`config.mk`:
```
export PLATFORM = sky130hd
export DESIGN_NAME = vga_sync_receiver
export DESIGN_NICKNAME = d
export VERILOG_FILES = /design/src/rtl/vga_sync_receiver.sv
export SDC_FILE = /design/constraint.sdc
export NUM_CORES = 1
export LEC_CHECK = 0
export ABC_CLOCK_PERIOD_IN_PS = 7690
export CORE_MARGIN = 2
export CORE_UTILIZATION = 61
export CTS_CLUSTER_DIAMETER = 150
export CTS_CLUSTER_SIZE = 24
export DETAILED_ROUTE_END_ITERATION = 8
export DONT_BUFFER_PORTS = 1
export PLACE_DENSITY = 0.77
export SLEW_MARGIN = 0
export SYNTH_ARGS = -nofsm -noshare
export SYNTH_HDL_FRONTEND = slang
export SYNTH_SLANG_ARGS = --single-unit
```
`constraint.sdc`:
```
create_clock -name Clock -period 7.69 [get_ports Clock]
set_clock_uncertainty 0.2 [all_clocks]
set_input_delay 1.538 -clock Clock [delete_from_list [all_inputs] [get_ports Clock]]
set_output_delay 1.538 -clock Clock [all_outputs]
set_load 0.02 [all_outputs]
```
`src/rtl/vga_sync_receiver.sv`:
```
// Receive side of the VGA link: recovers raster coordinates from H/V sync, measures line and
// frame timing, locks onto the expected mode and re-emits the active-window pixels.
module vga_sync_receiver #(
  parameter int DATA_W       = 10,
  parameter int H_SYNC_CYC   = 96,
  parameter int H_SYNC_TOTAL = 800,
  parameter int X_START      = 144,
  parameter int H_SYNC_ACT   = 640,
  parameter int V_SYNC_CYC   = 2,
  parameter int V_SYNC_TOTAL = 525,
  parameter int Y_START      = 35,
  parameter int V_SYNC_ACT   = 480,
  parameter int LOCK_FRAMES  = 2
) (
  input  logic              Clock,
  input  logic              Reset,
  input  logic              iPixel_En,
  input  logic              iVGA_H_SYNC,
  input  logic              iVGA_V_SYNC,
  input  logic [DATA_W-1:0] iVGA_R,
  input  logic [DATA_W-1:0] iVGA_G,
  input  logic [DATA_W-1:0] iVGA_B,
  output logic [9:0]        oCoord_X,
  output logic [9:0]        oCoord_Y,
  output logic [DATA_W-1:0] oVGA_R,
  output logic [DATA_W-1:0] oVGA_G,
  output logic [DATA_W-1:0] oVGA_B,
  output logic              oPixel_Valid,
  output logic              oFrame_Start,
  output logic              oLocked,
  output logic              oErr,
  output logic [10:0]       oH_Total,
  output logic [10:0]       oH_Sync_W,
  output logic [10:0]       oV_Total,
  output logic [10:0]       oV_Sync_W
);

  localparam logic [10:0] CNT_MAX = 11'h7FF;
  localparam logic [10:0] H_TOT   = 11'(H_SYNC_TOTAL);
  localparam logic [10:0] H_SW    = 11'(H_SYNC_CYC);
  localparam logic [10:0] V_TOT   = 11'(V_SYNC_TOTAL);
  localparam logic [10:0] V_SW    = 11'(V_SYNC_CYC);
  localparam logic [10:0] X_LO    = 11'(X_START);
  localparam logic [10:0] X_HI    = 11'(X_START + H_SYNC_ACT);
  localparam logic [10:0] Y_LO    = 11'(Y_START);
  localparam logic [10:0] Y_HI    = 11'(Y_START + V_SYNC_ACT);
  localparam logic [2:0]  LOCK_L  = 3'(LOCK_FRAMES);

  typedef enum logic [1:0] {SEARCH, VERIFY, LOCKED} state_t;

  function automatic logic [10:0] sat_inc(input logic [10:0] v);
    return (v == CNT_MAX) ? v : v + 11'd1;
  endfunction

  state_t      state;
  logic [2:0]  good_cnt;
  logic        h_prev, v_prev, pend_v, h_wait, v_wait, vw_good, line_err;
  logic [10:0] h_cnt, v_cnt;
  logic        h_fall, v_fall, fs_now, hw_meas, vw_meas, ln_bad, sync_lost, frame_good, in_win;
  logic [10:0] h_inc, v_inc, h_new, v_new;
  logic              vld_p1;
  logic [DATA_W-1:0] r_p1, g_p1, b_p1;
  logic [9:0]        x_p1, y_p1;

  // Sample stage: edge detection and the counts assigned to the current sample
  always_comb begin
    h_fall     = iPixel_En & h_prev & ~iVGA_H_SYNC;
    v_fall     = iPixel_En & v_prev & ~iVGA_V_SYNC;
    fs_now     = h_fall & (pend_v | v_fall);
    h_inc      = sat_inc(h_cnt);
    v_inc      = sat_inc(v_cnt);
    h_new      = h_fall ? 11'd0 : h_inc;
    v_new      = fs_now ? 11'd0 : (h_fall ? v_inc : v_cnt);
    hw_meas    = iPixel_En & h_wait & iVGA_H_SYNC;
    vw_meas    = h_fall & ~fs_now & v_wait & iVGA_V_SYNC;
    ln_bad     = (h_fall & (h_inc != H_TOT)) | (hw_meas & (h_new != H_SW));
    sync_lost  = iPixel_En & (((h_new == CNT_MAX) & (h_cnt != CNT_MAX)) |
                              ((v_new == CNT_MAX) & (v_cnt != CNT_MAX)));
    // the line closed by the frame-start fall still belongs to the frame being judged
    frame_good = ~line_err & ~ln_bad & (v_inc == V_TOT) & vw_good;
    in_win     = (h_new >= X_LO) & (h_new < X_HI) & (v_new >= Y_LO) & (v_new < Y_HI);
  end

  always_ff @(posedge Clock or posedge Reset) begin
    if (Reset) begin
      h_prev <= 1'b0; v_prev <= 1'b0; pend_v <= 1'b0;
      h_wait <= 1'b0; v_wait <= 1'b0; vw_good <= 1'b0; line_err <= 1'b0;
      h_cnt <= '0; v_cnt <= '0;
      oH_Total <= '0; oH_Sync_W <= '0; oV_Total <= '0; oV_Sync_W <= '0;
      oFrame_Start <= 1'b0;
    end else begin
      oFrame_Start <= fs_now;
      if (iPixel_En) begin
        h_prev   <= iVGA_H_SYNC;
        v_prev   <= iVGA_V_SYNC;
        h_cnt    <= h_new;
        v_cnt    <= v_new;
        pend_v   <= (pend_v | v_fall) & ~fs_now;
        line_err <= fs_now ? 1'b0 : (line_err | ln_bad);
        if (h_fall) begin
          oH_Total <= h_inc;
          h_wait   <= 1'b1;
        end else if (hw_meas) begin
          oH_Sync_W <= h_new;
          h_wait    <= 1'b0;
        end
        if (fs_now) begin
          oV_Total <= v_inc;
          v_wait   <= 1'b1;
          vw_good  <= 1'b0;
        end else if (vw_meas) begin
          oV_Sync_W <= v_new;
          v_wait    <= 1'b0;
          vw_good   <= (v_new == V_SW);
        end
      end
    end
  end

  always_ff @(posedge Clock or posedge Reset) begin
    if (Reset) begin
      state    <= SEARCH;
      good_cnt <= '0;
      oLocked  <= 1'b0;
      oErr     <= 1'b0;
    end else begin
      oErr <= 1'b0;
      if (sync_lost) begin
        state    <= SEARCH;
        good_cnt <= '0;
        oLocked  <= 1'b0;
        oErr     <= 1'b1;
      end else if (fs_now) begin
        unique case (state)
          SEARCH: begin
            state    <= VERIFY;
            good_cnt <= '0;
          end
          VERIFY: begin
            if (frame_good) begin
              good_cnt <= good_cnt + 3'd1;
              if (good_cnt + 3'd1 == LOCK_L) begin
                state   <= LOCKED;
                oLocked <= 1'b1;
              end
            end else begin
              good_cnt <= '0;
              oErr     <= 1'b1;
            end
          end
          LOCKED: begin
            if (!frame_good) begin
              state   <= SEARCH;
              oLocked <= 1'b0;
              oErr    <= 1'b1;
            end
          end
          default: state <= SEARCH;
        endcase
      end
    end
  end

  // Output stage p1: captured pixel, one Clock after its sample
  always_ff @(posedge Clock or posedge Reset) begin
    if (Reset) begin
      vld_p1 <= 1'b0;
      r_p1 <= '0; g_p1 <= '0; b_p1 <= '0;
      x_p1 <= '0; y_p1 <= '0;
    end else if (iPixel_En && in_win && state == LOCKED) begin
      vld_p1 <= 1'b1;
      r_p1   <= iVGA_R;
      g_p1   <= iVGA_G;
      b_p1   <= iVGA_B;
      x_p1   <= 10'(h_new - X_LO);
      y_p1   <= 10'(v_new - Y_LO);
    end else begin
      vld_p1 <= 1'b0;
      r_p1 <= '0; g_p1 <= '0; b_p1 <= '0;
    end
  end

  assign oPixel_Valid = vld_p1;
  assign oVGA_R       = r_p1;
  assign oVGA_G       = g_p1;
  assign oVGA_B       = b_p1;
  assign oCoord_X     = x_p1;
  assign oCoord_Y     = y_p1;

endmodule

```
## Word level (Yosys, flattened, before mapping)

Index checks and enable logic that the tools add are counted.

| word-level totals | value |
|---|---|
| word-level logic and storage cells | 135 |
| output and inout port bits | 98 |
| flip-flop bits (word level) | 132 |

| operators by class | value |
|---|---|
| $lt $le $gt $ge | 4 |
| reduce and logical (&&, ||, !) cells | 18 |
| multiplexer cells | 36 |
| equal/unequal tests | 16 |
| add/sub/neg operators | 5 |
| bitwise logic cells | 32 |

Operator list:

| kind | number |
|---|---|
| $mux W11 | 5 |
| $eq A11 B11 Y1 const B | 4 |
| $mux W10 | 3 |
| $add A11 B1 Y11 const B | 2 |
| $and A1 B1 Y1 | 22 |
| $lt A11 B10 Y1 const B | 2 |
| $ne A11 B11 Y1 const B | 2 |
| $mux W1 | 17 |
| $eq A11 B10 Y1 const B | 1 |
| $eq A11 B2 Y1 const B | 1 |
| $ge A11 B6 Y1 const B | 1 |
| $ge A11 B8 Y1 const B | 1 |
| $ne A11 B10 Y1 const B | 1 |
| $ne A11 B7 Y1 const B | 1 |
| $mux W2 | 5 |
| $reduce_and A2 Y1 | 5 |
| $sub A10 B6 Y10 const B | 1 |
| $sub A10 B8 Y10 const B | 1 |
| $mux W3 | 3 |
| $ne A3 B3 Y1 const B | 3 |
| $not A1 Y1 | 6 |
| $pmux W2 S3 | 1 |
| $pmux W3 S2 | 1 |
| $reduce_and A3 Y1 | 2 |
| 13 further kinds | 20 |

## Depth between registers and ports, before layout

| logic depth | value |
|---|---|
| word-level depth | 14 |
| gate-level depth with buffers | 17 |

## Least setup slack after synthesis

Ideal clock, no wire load.

| timing path | value |
|---|---|
| kind | input-to-reg |
| start | input iPixel_En |
| end | register state[0] |
| arrival | 4.242 ns |
| library setup time | 0.125 ns |
| path buffers | 3 |
| stages on the path | 14 |
| setup slack | 3.124 ns |
| cell sequence | buf_4 > and3b_1 > buf_2 > clkbuf_1 > or2_2 > inv_1 > ha_1 > nand2_1 > a221oi_1 > a41oi_1 > a2111oi_4 > a21oi_1 > a21oi_1 > mux2_2 |

| on the way | value |
|---|---|
| longest elaborated chain between the ends | 12 |
| elaborated cells on any way between the ends | 31 |
| those cells by class | eq/ne: 6; mux: 4; bitwise: 19; reduce/logical: 2 |

Ends and longest elaborated chain:

| item | line | source |
|---|---|---|
| start, declared | 17 | `input logic iPixel_En,` |
| $and A1 B1 Y1 (*) (2 in series) | 67 | `h_fall = iPixel_En & h_prev & ~iVGA_H_SYNC;` |
| $mux W11 (*) | 72 | `h_new = h_fall ? 11'd0 : h_inc;` |
| via h_new[5] | 60 | `logic [10:0] h_inc, v_inc, h_new, v_new;` |
| $ne A11 B7 Y1 | 76 | `ln_bad = (h_fall & (h_inc != H_TOT)) \| (hw_meas & (h_new != H_SW));` |
| $and A1 B1 Y1 | 76 |  |
| $or A1 B1 Y1 | 76 |  |
| $not A1 Y1 | 80 | `frame_good = ~line_err & ~ln_bad & (v_inc == V_TOT) & vw_good;` |
| $and A1 B1 Y1 (3 in series) | 80 |  |
| $ne A3 B3 Y1 (no source line) | -- |  |
| $reduce_and A4 Y1 (no source line) | -- |  |
| end signal, assigned | 122 | `state <= SEARCH;` |
| end signal, assigned | 129 | `state <= SEARCH;` |
| end signal, assigned | 136 | `state <= VERIFY;` |
| end, declared | 55 | `state_t state;` |

The timed path passes the listed nets; every way through them passes the cells marked *.
A chain may end at the register's enable or synchronous reset.

## Final worst setup path

| timing path | value |
|---|---|
| start | register h_cnt[0] |
| end | register state[0] |

| on the way | value |
|---|---|
| longest elaborated chain between the ends | 12 |
| elaborated cells on any way between the ends | 24 |
| those cells by class | add/sub: 1; eq/ne: 8; mux: 3; bitwise: 10; reduce/logical: 2 |

Ends and longest elaborated chain:

| item | line | source |
|---|---|---|
| start, declared | 58 | `logic [10:0] h_cnt, v_cnt;` |
| start signal, assigned | 96 | `h_cnt <= h_new;` |
| $add A11 B1 Y11 or $eq A11 B11 Y1 (tied branches) | 52 | `return (v == CNT_MAX) ? v : v + 11'd1;` |
| $mux W11 (*) | 52 |  |
| $mux W11 (*) | 72 |  |
| via h_new[5] | 60 |  |
| $ne A11 B7 Y1 | 76 |  |
| $and A1 B1 Y1 | 76 |  |
| $or A1 B1 Y1 | 76 |  |
| $not A1 Y1 | 80 |  |
| $and A1 B1 Y1 (3 in series) | 80 |  |
| $ne A3 B3 Y1 (no source line) | -- |  |
| $reduce_and A4 Y1 (no source line) | -- |  |

Marks and branches as above.

==> results.py <==
metrics = {
    "pwr": {
        "p_seq_frac": 0.461,
        "p_sw_frac": 0.3586,
        "peakVddDrop_uv": 150.6,
        "netSwitchingPower_w": 0.0007734,
        "p_comb_frac": 0.173,
        "p_leak_nw": 3.215,
        "powerDensity_nw_per_um2": 300.7,
        "pwr-share-clk": 0.365,
        "internal_power_w": 0.001383,
    },
    "placed_design": {
        "port_buffers": 0,
        "dp_slack_ps": 2604,
        "place_congestion": 0.9496,
        "dp_cells": 770,
        "hpwlAfterDp_um": 11540,
    },
    "final_layout": {
        "nets": 697,
        "syn2layout_area_growth_pct": 7.988,
        "n_antenna_cell": 0,
        "drive_above_1_share": 0.1133,
        "utilization": 0.6674,
        "multi_input_area_um2": 3000,
        "layout.area.seq_um2": 3303,
        "layout.cells.non_filler": 802,
        "nFillCells": 847,
    },
    "global_route": {
        "grt_pass1_vias": 4944,
        "grt_antenna_before_repair": 0,
        "grt-ovfl-total": 0,
        "grt_max_degree": 82,
        "grt_use_total": 0.2960,
        "grt_pass1_wl_um": 26450,
    },
    "logic_synthesis": {
        "syn_nets": 723,
        "ys.flop_type": "dfrtp_1",
        "yosysWarnings": 0,
        "avgSynthCellArea_um2": 9.839,
        "synthCells": 675,
        "synth_edf_count": 0,
        "syn_area_um2": 6641,
        "ys_seq_area_frac": 0.4974,
        "ys_seq_elements": 132,
        "synth.distinct_cells": 79,
        "synthArstFlopShare": 1.000,
    },
    "timing": {
        "timing.hold.ws_ps": 313.2,
        "finalHoldViolations": 0,
        "fin_crit_sh": 0.6435,
        "layout_setup_ws_ps": 2741,
        "drv_slew": 0,
        "slew_headroom": 0.3710,
        "worst_pin_slew_ps": 943.6,
        "fmax_ghz": 0.2021,
        "rsz0062_at_grt": "false",
        "finalSetupTns_ps": 0,
        "fin_crit_ps": 4949,
        "setup_viol": 0,
    },
    "floorplanning": {
        "rows": 38,
        "initial_core_util": 0.6181,
        "coreArea_um2": 10750,
        "pin_count": 133,
        "dieWidth_um": 108.3,
        "dieHeight_um": 108.3,
        "die-area_um2": 11740,
    },
    "worst_setup_path": {
        "cp_cell_sequence": "ha_1 -> nand3_1 -> or3_1 -> nand3_1 -> xor2_1 -> or2_2 -> inv_1 -> ha_1 -> nand2_1 -> a221oi_1 -> a41oi_1 -> a2111oi_4 -> a21oi_1 -> a21oi_1 -> mux2_2",
        "cp_slowest_cell": "or3_1",
        "reg2reg_from": "h_cnt[0]$_DFFE_PP0P_",
        "rr_worst_depth": 15,
        "startpoint_type": "flip-flop",
        "critical-path-top-delay-family": "simple AND/OR/NAND/NOR gates",
        "cp-end-kind": "flip-flop",
        "crit_buf_inv": 1,
        "criticalPathCategory": "reg -> reg",
        "crit_fanout": 12,
        "rrSetupSlack_ps": 2740,
        "worstPathArrival_ps": 5160,
        "slowest_delay_ps": 590,
        "critPathLaunch": "h_cnt[0]$_DFFE_PP0P_",
        "path_depth": 15,
        "worstPathRequired_ps": 7910,
    },
    "status": {
        "status": "finished clean",
    },
    "cts": {
        "htreeDepth": 4,
        "cts_tree": "done",
        "clk_pin_slew_worst_paths_ps": 70,
        "cts_resized": 0,
        "hold_buffers": 0,
        "cts_buffer_depth": 2,
        "cts.sinks": 132,
        "numCtsBuffers": 17,
        "clk_latency_ps": 530,
        "cts_setup_buffers": 0,
        "cts_root_buf": "clkbuf_8",
    },
    "run": {
        "max_cap_viol_count": 0,
    },
    "drt": {
        "antenna_left": 0,
        "firstDrtPassIters": 7,
        "routed_wl_um": 16700,
        "viasPerCell": 6.466,
        "vias": 5186,
        "drt_iter0_drc": 504,
        "drc": 0,
        "routedWlPerCell_um": 20.82,
    },
    "hold_path": {
        "holdPathStages": 1,
        "hp-start": "v_prev$_DFFE_PP0P_",
        "hold_class": "reg -> reg",
    },
}
[power by group through the flow]
stage	clock network (W)	logic (W)	registers (W)
after floorplan	0	0.000341	0.000930
after global placement	0	0.000360	0.00100
after detailed placement	0	0.000367	0.00100
after CTS	0.000791	0.000370	0.000991
after global routing	0.000831	0.000418	0.00101
final	0.000788	0.000374	0.000995
[cell type report]
cell class | count | share of cell area
flip-flops and latches | 132 | 0.4606
inverters | 22 | 0.01186
multi-input cells | 471 | 0.4184
repair buffers | 5 | 0.005234
well taps | 140 | 0.02442
clock buffers | 18 | 0.05966
clock inverters | 14 | 0.01989
[sequential cells by signal, summed over array words and instances (netlist names), 2 cells and up]
| name | flops |
|---|---|
| state | 2 |
| h_cnt | 11 |
| oCoord_X | 10 |
| v_cnt | 11 |
| oH_Sync_W | 11 |
| oV_Total | 11 |
| oCoord_Y | 10 |
| oVGA_B | 10 |
| oVGA_G | 10 |
| oV_Sync_W | 11 |
| oH_Total | 11 |
| good_cnt | 3 |
| oVGA_R | 10 |
[cell families (layout without fill, tap and decap cells)]
| logic type | count (synthesis) | after routing | synth area share |
|---|---|---|---|
| flip-flops | 132 | 132 | 0.4974 |
| AO/OA/AOI/OAI | 173 | 173 | 0.1765 |
| multiplexers | 18 | 18 | 0.02977 |
| adder cells (fa/ha/maj) | 13 | 13 | 0.02449 |
| AND/OR/NAND/NOR | 246 | 246 | 0.1933 |
| buffers and inverters | 72 | 59 | 0.05087 |
| XOR/XNOR | 21 | 21 | 0.02769 |
[Yosys cell counts, types with 4 or more instances]
master	instances	share of area
o22ai_1	4	0.0038
dfrtp_1	132	0.50
nor3_1	8	0.0060
ha_1	13	0.024
buf_4	4	0.0045
or3_1	6	0.0057
o21ai_0	51	0.038
mux2_2	14	0.024
o21ai_1	11	0.0083
and4_1	5	0.0066
o21a_1	7	0.0079
nand4_1	12	0.011
clkbuf_1	23	0.013
or2_2	6	0.0057
xnor2_1	18	0.024
a21o_1	4	0.0045
nor2_1	37	0.021
and3_1	7	0.0066
mux2i_1	4	0.0060
nand3_1	19	0.014
a21oi_1	23	0.017
o211ai_1	4	0.0045
inv_1	20	0.011
buf_2	18	0.014
and2_1	36	0.034
nand2_1	84	0.047
a31oi_1	14	0.013
nand2b_1	6	0.0057
a41o_1	4	0.0060
buf_6	4	0.0068
o31ai_1	10	0.011
[worst paths after layout]
check | end
max | state[0]$_DFFE_PP0P_
min | v_prev$_DFFE_PP0P_
max reg2reg | state[0]$_DFFE_PP0P_
min reg2reg | v_prev$_DFFE_PP0P_
max in group asynchronous | oLocked$_DFFE_PP0P_
min in group asynchronous | h_prev$_DFFE_PP0P_
[metrics by stage]
step           power (W)  instance area (µm²)
2_1_floorplan   0.001271                 6641
4_1_cts         0.002152                 7172
3_3_place_gp    0.001361                 6601
5_1_grt         0.002256                 7172
6_report        0.002157                 7172
3_5_place_dp    0.001370                 6601
[cells in the final DEF, fill, tap and decap left out, drive strengths merged, types with 14 or more instances in the layout]
| cell type | count |
|---|---|
| xnor2 | 18 |
| a31oi | 14 |
| nand2 | 84 |
| and2 | 36 |
| o21ai | 62 |
| clkbuf | 18 |
| dfrtp | 132 |
| inv | 28 |
| nor2 | 38 |
| nand3 | 20 |
| a21oi | 23 |
| mux2 | 14 |
[per-layer routing]
| metal | routed length (µm) | part of all wire | global-route usage | up-vias |
|---|---|---|---|---|
| met5 | 0 | 0 | 0 | - |
| met4 | 268 | 0.016 | 0.1026 | 0 |
| met3 | 1769 | 0.11 | 0.1019 | 34 |
| met2 | 7801 | 0.47 | 0.4659 | 291 |
| met1 | 6859 | 0.41 | 0.3834 | 2505 |
| li1 | - | - | - | 2356 |
Power figures use the tool's default switching activity.
